[src/rtl/uart_rx_pkg.sv]
// Shared definitions for the J1 UART receiver: register offsets, STATUS bit
// positions and the receive FSM state encoding.
package uart_rx_pkg;

  localparam logic [3:0] REG_DATA   = 4'h0;
  localparam logic [3:0] REG_STATUS = 4'h2;
  localparam logic [3:0] REG_CTRL   = 4'h4;

  localparam int ST_NOT_EMPTY  = 0;
  localparam int ST_FULL       = 1;
  localparam int ST_OVERRUN    = 2;
  localparam int ST_FRAME_ERR  = 3;
  localparam int ST_PARITY_ERR = 4;
  localparam int ST_COUNT_LSB  = 5;

  localparam int CTRL_CLEAR = 0;
  localparam int CTRL_FLUSH = 1;

  typedef enum logic [2:0] {
    S_IDLE   = 3'd0,
    S_START  = 3'd1,
    S_DATA   = 3'd2,
    S_PARITY = 3'd3,
    S_STOP   = 3'd4
  } rx_state_t;

endpackage

[src/rtl/uart_rx_fifo.sv]
// Synchronous receive FIFO with push/pop/flush; DEPTH must be a power of two
// so the pointers wrap naturally. Flush overrides any push or pop.
module uart_rx_fifo #(
  parameter int DEPTH = 8,
  parameter int WIDTH = 8
) (
  input  logic                       clk,
  input  logic                       rst,
  input  logic                       push,
  input  logic [WIDTH-1:0]           din,
  input  logic                       pop,
  input  logic                       flush,
  output logic [WIDTH-1:0]           dout,
  output logic                       full,
  output logic                       empty,
  output logic [$clog2(DEPTH+1)-1:0] count
);

  localparam int AW = $clog2(DEPTH);
  localparam int CW = $clog2(DEPTH + 1);

  logic [WIDTH-1:0] mem [DEPTH];
  logic [AW-1:0]    wr_ptr;
  logic [AW-1:0]    rd_ptr;
  logic             do_push;
  logic             do_pop;

  assign full  = (count == CW'(DEPTH));
  assign empty = (count == '0);
  assign dout  = mem[rd_ptr];

  // a pop frees the slot the simultaneous push needs, so full only blocks a lone push
  assign do_pop  = pop & ~empty;
  assign do_push = push & (~full | do_pop);

  always_ff @(posedge clk) begin
    if (do_push && !flush) mem[wr_ptr] <= din;
  end

  always_ff @(posedge clk) begin
    if (rst || flush) begin
      wr_ptr <= '0;
      rd_ptr <= '0;
      count  <= '0;
    end else begin
      if (do_push) wr_ptr <= wr_ptr + AW'(1);
      if (do_pop)  rd_ptr <= rd_ptr + AW'(1);
      case ({do_push, do_pop})
        2'b10:   count <= count + CW'(1);
        2'b01:   count <= count - CW'(1);
        default: count <= count;
      endcase
    end
  end

endmodule

[src/rtl/peripheral_uart_rx.sv]
// UART receiver peripheral for the J1 I/O bus: 8N1 deserialiser into a small FIFO.
// Optional even parity is compiled in with UART_RX_PARITY_EN.
//
//   state    | meaning
//   S_IDLE   | line idle, waiting for a falling edge
//   S_START  | timing half a bit to re-check the start bit
//   S_DATA   | sampling 8 data bits, LSB first, one per DIV cycles
//   S_PARITY | sampling the even-parity bit (UART_RX_PARITY_EN only)
//   S_STOP   | sampling the stop bit; push or flag frame error
module peripheral_uart_rx
  import uart_rx_pkg::*;
#(
  parameter int CLK_FREQ   = 50000000,
  parameter int BAUD       = 115200,
  parameter int FIFO_DEPTH = 8
) (
  input  logic        clk,
  input  logic        rst,
  input  logic [15:0] d_in,
  input  logic        cs,
  input  logic [3:0]  addr,
  input  logic        rd,
  input  logic        wr,
  output logic [15:0] d_out,
  input  logic        uart_rx,
  output logic        rx_irq
);

  localparam int          DIV      = CLK_FREQ / BAUD;
  localparam logic [15:0] DIV_LAST = 16'(DIV - 1);
  localparam logic [15:0] DIV_HALF = 16'(DIV / 2);
  localparam int          CW       = $clog2(FIFO_DEPTH + 1);

  rx_state_t     state;
  rx_state_t     state_nxt;
  logic          rx_s1;
  logic          rx_s2;
  logic          rx_prev;
  logic [15:0]   bit_cnt;
  logic [2:0]    bit_idx;
  logic [7:0]    shift;
  logic          tick_half;
  logic          tick_full;
  logic          cnt_clr;
  logic          shift_en;
  logic          push;
  logic          frame_evt;
  logic          overrun_evt;
  logic          overrun;
  logic          frame_err;
  logic          parity_err;
  logic          rd_pop;
  logic          ctrl_wr;
  logic          clr;
  logic          flush;
  logic [7:0]    head;
  logic          full;
  logic          empty;
  logic [CW-1:0] count;
  logic [15:0]   status;
  logic          ctrl_unused;

`ifdef UART_RX_PARITY_EN
  logic parity_evt;
  logic par_bad;
`endif

  assign ctrl_unused = ^d_in[15:2];

  // preset high so reset never looks like a start edge
  always_ff @(posedge clk) begin
    if (rst) begin
      rx_s1   <= 1'b1;
      rx_s2   <= 1'b1;
      rx_prev <= 1'b1;
    end else begin
      rx_s1   <= uart_rx;
      rx_s2   <= rx_s1;
      rx_prev <= rx_s2;
    end
  end

  assign tick_half = (bit_cnt == DIV_HALF);
  assign tick_full = (bit_cnt == DIV_LAST);

  always_ff @(posedge clk) begin
    if (rst) state <= S_IDLE;
    else     state <= state_nxt;
  end

  always_comb begin
    state_nxt = state;
    case (state)
      S_IDLE:  if (rx_prev && !rx_s2) state_nxt = S_START;
      S_START: if (tick_half) state_nxt = rx_s2 ? S_IDLE : S_DATA;
`ifdef UART_RX_PARITY_EN
      S_DATA:   if (tick_full && bit_idx == 3'd7) state_nxt = S_PARITY;
      S_PARITY: if (tick_full) state_nxt = S_STOP;
`else
      S_DATA:  if (tick_full && bit_idx == 3'd7) state_nxt = S_STOP;
`endif
      S_STOP:  if (tick_full) state_nxt = S_IDLE;
      default: state_nxt = S_IDLE;
    endcase
  end

  always_comb begin
    cnt_clr   = 1'b0;
    shift_en  = 1'b0;
    push      = 1'b0;
    frame_evt = 1'b0;
`ifdef UART_RX_PARITY_EN
    parity_evt = 1'b0;
`endif
    case (state)
      S_IDLE:  cnt_clr = 1'b1;
      S_START: cnt_clr = tick_half;
      S_DATA: begin
        cnt_clr  = tick_full;
        shift_en = tick_full;
      end
`ifdef UART_RX_PARITY_EN
      S_PARITY: begin
        cnt_clr    = tick_full;
        parity_evt = tick_full & (rx_s2 != ^shift);
      end
      S_STOP: begin
        cnt_clr   = tick_full;
        push      = tick_full & rx_s2 & ~par_bad;
        frame_evt = tick_full & ~rx_s2;
      end
`else
      S_STOP: begin
        cnt_clr   = tick_full;
        push      = tick_full & rx_s2;
        frame_evt = tick_full & ~rx_s2;
      end
`endif
      default: cnt_clr = 1'b1;
    endcase
  end

  always_ff @(posedge clk) begin
    if (rst) begin
      bit_cnt <= '0;
      bit_idx <= '0;
      shift   <= '0;
    end else begin
      bit_cnt <= cnt_clr ? 16'd0 : bit_cnt + 16'd1;
      if (state == S_IDLE) bit_idx <= '0;
      else if (shift_en)   bit_idx <= bit_idx + 3'd1;
      if (shift_en) shift <= {rx_s2, shift[7:1]};
    end
  end

`ifdef UART_RX_PARITY_EN
  always_ff @(posedge clk) begin
    if (rst || state == S_IDLE) par_bad <= 1'b0;
    else if (parity_evt)        par_bad <= 1'b1;
  end
`endif

  assign rd_pop  = cs & rd & (addr == REG_DATA);
  assign ctrl_wr = cs & wr & (addr == REG_CTRL);
  assign clr     = ctrl_wr & d_in[CTRL_CLEAR];
  assign flush   = ctrl_wr & d_in[CTRL_FLUSH];

  uart_rx_fifo #(
    .DEPTH (FIFO_DEPTH),
    .WIDTH (8)
  ) u_fifo (
    .clk   (clk),
    .rst   (rst),
    .push  (push),
    .din   (shift),
    .pop   (rd_pop),
    .flush (flush),
    .dout  (head),
    .full  (full),
    .empty (empty),
    .count (count)
  );

  assign overrun_evt = push & full & ~rd_pop;

  // a new error event in the same cycle as a clear keeps the flag set
  always_ff @(posedge clk) begin
    if (rst) begin
      overrun   <= 1'b0;
      frame_err <= 1'b0;
    end else begin
      overrun   <= overrun_evt | (overrun & ~clr);
      frame_err <= frame_evt | (frame_err & ~clr);
    end
  end

`ifdef UART_RX_PARITY_EN
  always_ff @(posedge clk) begin
    if (rst) parity_err <= 1'b0;
    else     parity_err <= parity_evt | (parity_err & ~clr);
  end
`else
  assign parity_err = 1'b0;
`endif

  always_comb begin
    status                   = '0;
    status[ST_NOT_EMPTY]     = ~empty;
    status[ST_FULL]          = full;
    status[ST_OVERRUN]       = overrun;
    status[ST_FRAME_ERR]     = frame_err;
    status[ST_PARITY_ERR]    = parity_err;
    status[ST_COUNT_LSB+:5]  = 5'(count);
  end

  always_comb begin
    d_out = 16'h0000;
    if (cs && !rst) begin
      case (addr)
        REG_DATA:   d_out = {8'h00, empty ? 8'h00 : head};
        REG_STATUS: d_out = status;
        default:    d_out = 16'h0000;
      endcase
    end
  end

  assign rx_irq = ~empty | overrun | frame_err | parity_err;

endmodule
[config.mk]
export PLATFORM = sky130hd
export DESIGN_NAME = peripheral_uart_rx
export DESIGN_NICKNAME = d
export VERILOG_FILES = /design/src/rtl/uart_rx_pkg.sv /design/src/rtl/uart_rx_fifo.sv /design/src/rtl/peripheral_uart_rx.sv
export SDC_FILE = /design/constraint.sdc
export NUM_CORES = 1
export LEC_CHECK = 0
export CAP_MARGIN = 10
export CORE_MARGIN = 3
export CORE_UTILIZATION = 35
export DETAILED_ROUTE_END_ITERATION = 7
export PLACE_DENSITY = 0.56
export SYNTH_ARGS = -nofsm -noshare
export SYNTH_HDL_FRONTEND = slang
export SYNTH_SLANG_ARGS = --single-unit
[constraint.sdc]
create_clock -name clk -period 3.7 [get_ports clk]
set_clock_uncertainty 0.05 [all_clocks]
set_input_delay 0.37 -clock clk [delete_from_list [all_inputs] [get_ports clk]]
set_output_delay 0.37 -clock clk [all_outputs]
set_load 0.005 [all_outputs]
======== Word-level counts from Yosys, hierarchy flattened ========
Memory sizes are Yosys's and may differ from the RTL's. A register that Yosys moved wholly into a read port is not among the register bits.
Index checks and enable logic that the tools add are counted.
storage, ports and cells
  bits in registers ....................... 45
  memory bits (writable) .................. 64
  input port bits ......................... 26
  output and inout port bits .............. 17
  word-level logic and storage cells ...... 92
  memories ................................ 1
memories
  memory      depth  width  read ports  clocked after Yosys merged registers in  write ports  line                RTL
  u_fifo.mem  8      8      1           1                                        1            uart_rx_fifo.sv:22  logic [WIDTH-1:0] mem [DEPTH];
operators by class
  add/subtract/negate cells ............... 6
  equal/unequal tests ..................... 15
  mux-type cells .......................... 18
  bitwise logic cells ..................... 24
  reductions and logical operators ........ 16
operators by type and width
  operator               number
  $mux 3                 6
  $pmux 9 s2             1
  $add 16x1->16 const B  1
  $eq 16x8->1 const B    1
  $eq 16x9->1 const B    1
  $and 1x1->1            14
  $pmux 3 s4             1
  $add 3x1->3 const B    3
  $mux 9                 1
  $logic_not 4->1        2
  $mux 8                 1
  $ne 2x2->1 const B     4
  $pmux 4 s2             1
  $eq 3x3->1 const B     2
  $reduce_or 2->1        3
  $mux 1                 5
  $not 1->1              5
  $or 1x1->1             5
  $add 4x1->4 const B    1
  $eq 4x2->1 const B     1
  $eq 4x3->1 const B     1
  $eq 4x4->1 const B     1
  $logic_and 1x1->1      4
  $reduce_and 4->1       1
  11 further kinds       13

======== Logic depth before layout (Yosys ltp) ========
  depth in word-level cells ............... 8
  gate-level depth with buffers ........... 14
  mapped depth without buffers ............ 12

======== By module ========
A second synthesis with hierarchy kept.
unflattened totals
  cells, all modules ...................... 414
  area total of the unflattened synthesis .. 5159.9 um2
modules (own cells, without submodules)
  module              times used  cells each  area an instance (um2)  sequential area each (um2)
  uart_rx_fifo        1           182         3178.0                  2182.1
  peripheral_uart_rx  1           232         1981.9                  700.7

======== Worst setup path before layout ========
No wires, ideal clock.
  path kind ............................... register to register
  from .................................... reg bit_cnt[0]
  to ...................................... reg u_fifo.count[3]
  setup time .............................. 72 ps
  data arrival time ....................... 2881 ps
  required time ........................... 3578 ps
  path slack .............................. 697 ps
  stages on the path, launching flop included .. 13
  path buffers ............................ 2
  clock period less this slack ............ 3003 ps
  path through ............................ dfxtp_1 > ha_1 > or3b_2 > and4b_1 > buf_2 > buf_2 > nand3_1 > ha_1 > ha_1 > a21o_1 > a21oi_1 > mux2i_1 > mux2i_1
on the way
  word-level cells in the longest chain between the ends .. 6
  elaborated cells on any way between the ends .. 8
  classes of those cells .................. eq/ne (3); mux (2); bitwise (2); reduce/logical (1)
ends and longest elaborated chain
  item                                                    line                       RTL
  start, declared                                         peripheral_uart_rx.sv:39   logic [15:0] bit_cnt;
  start signal, assigned                                  peripheral_uart_rx.sv:149  bit_cnt <= cnt_clr ? 16'd0 : bit_cnt + 16'd1;
  $eq 16x9->1 (*)                                         peripheral_uart_rx.sv:84   assign tick_full = (bit_cnt == DIV_LAST);
  $and 1x1->1 (*)                                         peripheral_uart_rx.sv:135  push = tick_full & rx_s2;
  $mux 1 (*)                                              peripheral_uart_rx.sv:115  case (state)
  $and 1x1->1 (*)                                         uart_rx_fifo.sv:34         assign do_push = push & (~full | do_pop);
  $eq 2x1->1 / $eq 2x2->1 (equally long branches)         uart_rx_fifo.sv:48         case ({do_push, do_pop})
  $pmux 4 s2 / $reduce_bool 2->1 (equally long branches)  --
  end signal, assigned                                    uart_rx_fifo.sv:49         2'b10: count <= count + CW'(1);
  end signal, assigned                                    uart_rx_fifo.sv:50         2'b01: count <= count - CW'(1);
  end signal, assigned                                    uart_rx_fifo.sv:51         default: count <= count;
  end, declared                                           uart_rx_fifo.sv:16         output logic [$clog2(DEPTH+1)-1:0] count
Every way passes the cells marked *; elsewhere a longest branch is shown, timed or not.
A chain may end at the register's enable or synchronous reset.

==> metrics <==
MaxCap Viol Count=0; Max stage delay cell, worst path=dfxtp_1; FILL cells=1240; Slew @ Worst Pin=1.16 ns; Clock transition at path regs=about 0.08 ns; antenna violations before repair=0; Seq/Total Area, Yosys=58.5%; CTS tree=built; clock root buffer=clkbuf_16; Initial DRT Pass Iterations=4; family with the most delay on the worst path=flip-flops; status=finished clean; post_cts resized=0; Internal=1.80 mW; kind of critical path=register to primary output; multi-input logic area=0.00191 mm2; PD cells=406 mW/mm2; hpwl dp=between 7 and 8 mm; Remaining Overflow, GRT=0; kind of end point of the critical path=primary output; area leader, netlist=edfxtp_1; min-delay src=rx_s1$_SDFF_PP1_; Nets=460; Clock Power Share=between 40% and 50%; ant diodes=0; placed cell area=0.00539 mm2; crit path cell chain=buf_4 > mux4_2 > mux2i_1 > o21ai_0 > clkdlybuf4s50_1; TritonCTS buffer count=9; first-pass GRT wire length=16.6 mm; Die Footprint=0.0155 mm2; via count of the routed design=roughly 3200; Post-synth EDFFs=between 60 and 70; HP Class=register to register; P_sw=509 uW; GRT Overall Usage=13.5%; Ys Warns=0; H-tree levels=3; IO Count=43; DRT iter0 DRCs=around 240; Post-Syn Instances=between 300 and 400; clk_lat worst skew=0.35 ns; Setup-failing EPs final=0; Worst VDD drop=about 0.21 mV; clock buffer depth=2; Placer Congestion=roughly 0.73; hold buffers post-CTS=0; WL/cell=around 17 um; Max Slew Vio Count=0; min Tclk post-route=3.15 ns; largest net degree at the start of global routing=34; share of cells above drive strength 1=14.2%; Setup Fix Bufs, Post-CTS=0; WL final=10.2 mm; Die X=125 um; Rows=42; clk sink count=112; crit path DAT=2.73 ns; RR Startpoint=bit_cnt[0]$_SDFF_PP0_; Tot Pwr=2.31 mW; Syn Std Cell Area=0.00493 mm2; Critical Path RT=around 3.3 ns; Initial Utilization=36.5%; Layout area overhead=15.5%; top-area cell type share of the netlist area=around two fifths; CORE AREA=around 0.014 mm2; vias in the first global route=3161; RSZ-0062 raised after global routing=false; Leakage Power=1.81 nW; r2r setup slk=roughly 0.78 ns; ys async rst share=0%; Post-synth top flop=edfxtp_1; ratio of final minimum period to clock period=85.0%; Sequential Power Share=a little under three fifths; via-per-instance ratio=5.29; post-route ant nets=0; Startpoint Class=register; top post-synthesis cells by area=edfxtp_1 (39%), dfxtp_1 (19%), mux4_2 (7.3%); Crit Path Max Fanout=12; DRC viols=0; Fmax=318 MHz; final instance area=0.00569 mm2; Gate power share=2.0%; register area=0.00288 mm2; switch share=22.0%; Yosys cell types=51; Final Hold Fails=0; CP Buf/Inv Count=2; buffers added on ports=21; Rel. slew slack=22.7%; Avg Synthesized Cell Area=12.5 um2; setup TNS=0 ns; Die H=125 um; worst stage delay on the critical path=0.87 ns; Yosys reg bits=112
-- layer usage --
metal	vias to the layer above	wire (um)	global-route usage, %
li1	1559	-	-
met1	1599	4700	17.1
met2	39	5250	22.8
met3	2	243	3.17
met4	0	55	4.32
met5	-	0	0
-- cell usage in the layout (no fill, tap or decap), drive strengths merged, types with 7 or more instances in the layout --
cell           instances
mux4                  16
nand2                 17
a21oi                 17
nor3                  22
nor4b                  7
nand4                  8
nand3                 22
buf                   17
clkbuf                10
edfxtp                64
inv                   14
xnor2                 10
mux2i                 11
dfxtp                 48
clkdlybuf4s50         21
ha                     9
conb                   7
nor2                  16
o21ai                 20
-- flip-flops by register name, summed over array words and instances (netlist names), 3 cells and up, named ones only --
name           cells
u_fifo.mem        64
shift              8
bit_cnt           16
u_fifo.count       4
u_fifo.rd_ptr      3
state              3
u_fifo.wr_ptr      3
bit_idx            3
-- power groups by stage --
stage          logic, mW  clock network [mW]  registers, mW
2_1_floorplan     0.0328                   0           1.33
3_3_place_gp      0.0460                   0           1.33
3_5_place_dp      0.0469                   0           1.33
4_1_cts           0.0469               0.993           1.31
5_1_grt           0.0515                1.04           1.31
6_report          0.0468               0.959           1.31
-- final cells by class --
type,instances,share of cell area (%)
clock buffer,9,3.96
timing repair buffer,39,6.02
sequential,112,50.6
inverter,10,0.659
multi-input combinational,252,33.5
tap,176,3.87
clock inverter,7,1.36
-- cell families (layout without fill, tap and decap cells) --
| kind of cell | count (synthesis) | count (layout) | share of synthesized area [%] |
|---|---|---|---|
| muxes | 27 | 27 | 9.54 |
| adders and majority gates | 10 | 10 | 2.69 |
| buffers and inverters | 38 | 65 | 3.58 |
| xor gates and xnor gates | 16 | 16 | 2.84 |
| AOI/OAI and AO/OA | 57 | 57 | 7.08 |
| and+or+nand+nor | 135 | 135 | 15.7 |
| DFF | 112 | 112 | 58.5 |
| other | 1 | 7 | 0.0760 |
-- synthesized netlist by cell type (all sizes together), types with 2 or more instances --
master,number
edfxtp,64
dfxtp,48
nand3,22
nor3,22
o21ai,20
a21oi,17
nand2,17
mux4,16
nor2,16
buf,15
clkbuf,13
mux2i,11
inv,10
xnor2,10
ha,9
nand4,8
nor4b,7
o31ai,6
xor2,6
a211oi,5
nor2b,5
and3,4
nor3b,4
nor4,4
or2,4
or4,4
nor4bb,3
or3,3
or3b,3
nand2b,2
nand4b,2
-- final timing paths --
path | to | cells past startpoint
hold reg to reg | rx_s2$_SDFF_PP1_ | 1
setup reg to reg | u_fifo.count[3]$_SDFFE_PP0P_ | 10
hold / removal | rx_s2$_SDFF_PP1_ | 1
setup / recovery | d_out[3] | 5
-- through the flow --
stage	instances	utilization (%)	worst slack [ns]	hold slack [ns]
after global placement	588	39.9	0.479	0.348
final	605	42.2	0.554	0.374
after detailed placement	588	39.9	0.405	0.348
after floorplan	402	-	0.697	0.339
after CTS	604	42.1	0.453	0.378
after global routing	605	42.2	0.286	0.392
Note: power is estimated with default switching activity, not from simulation.
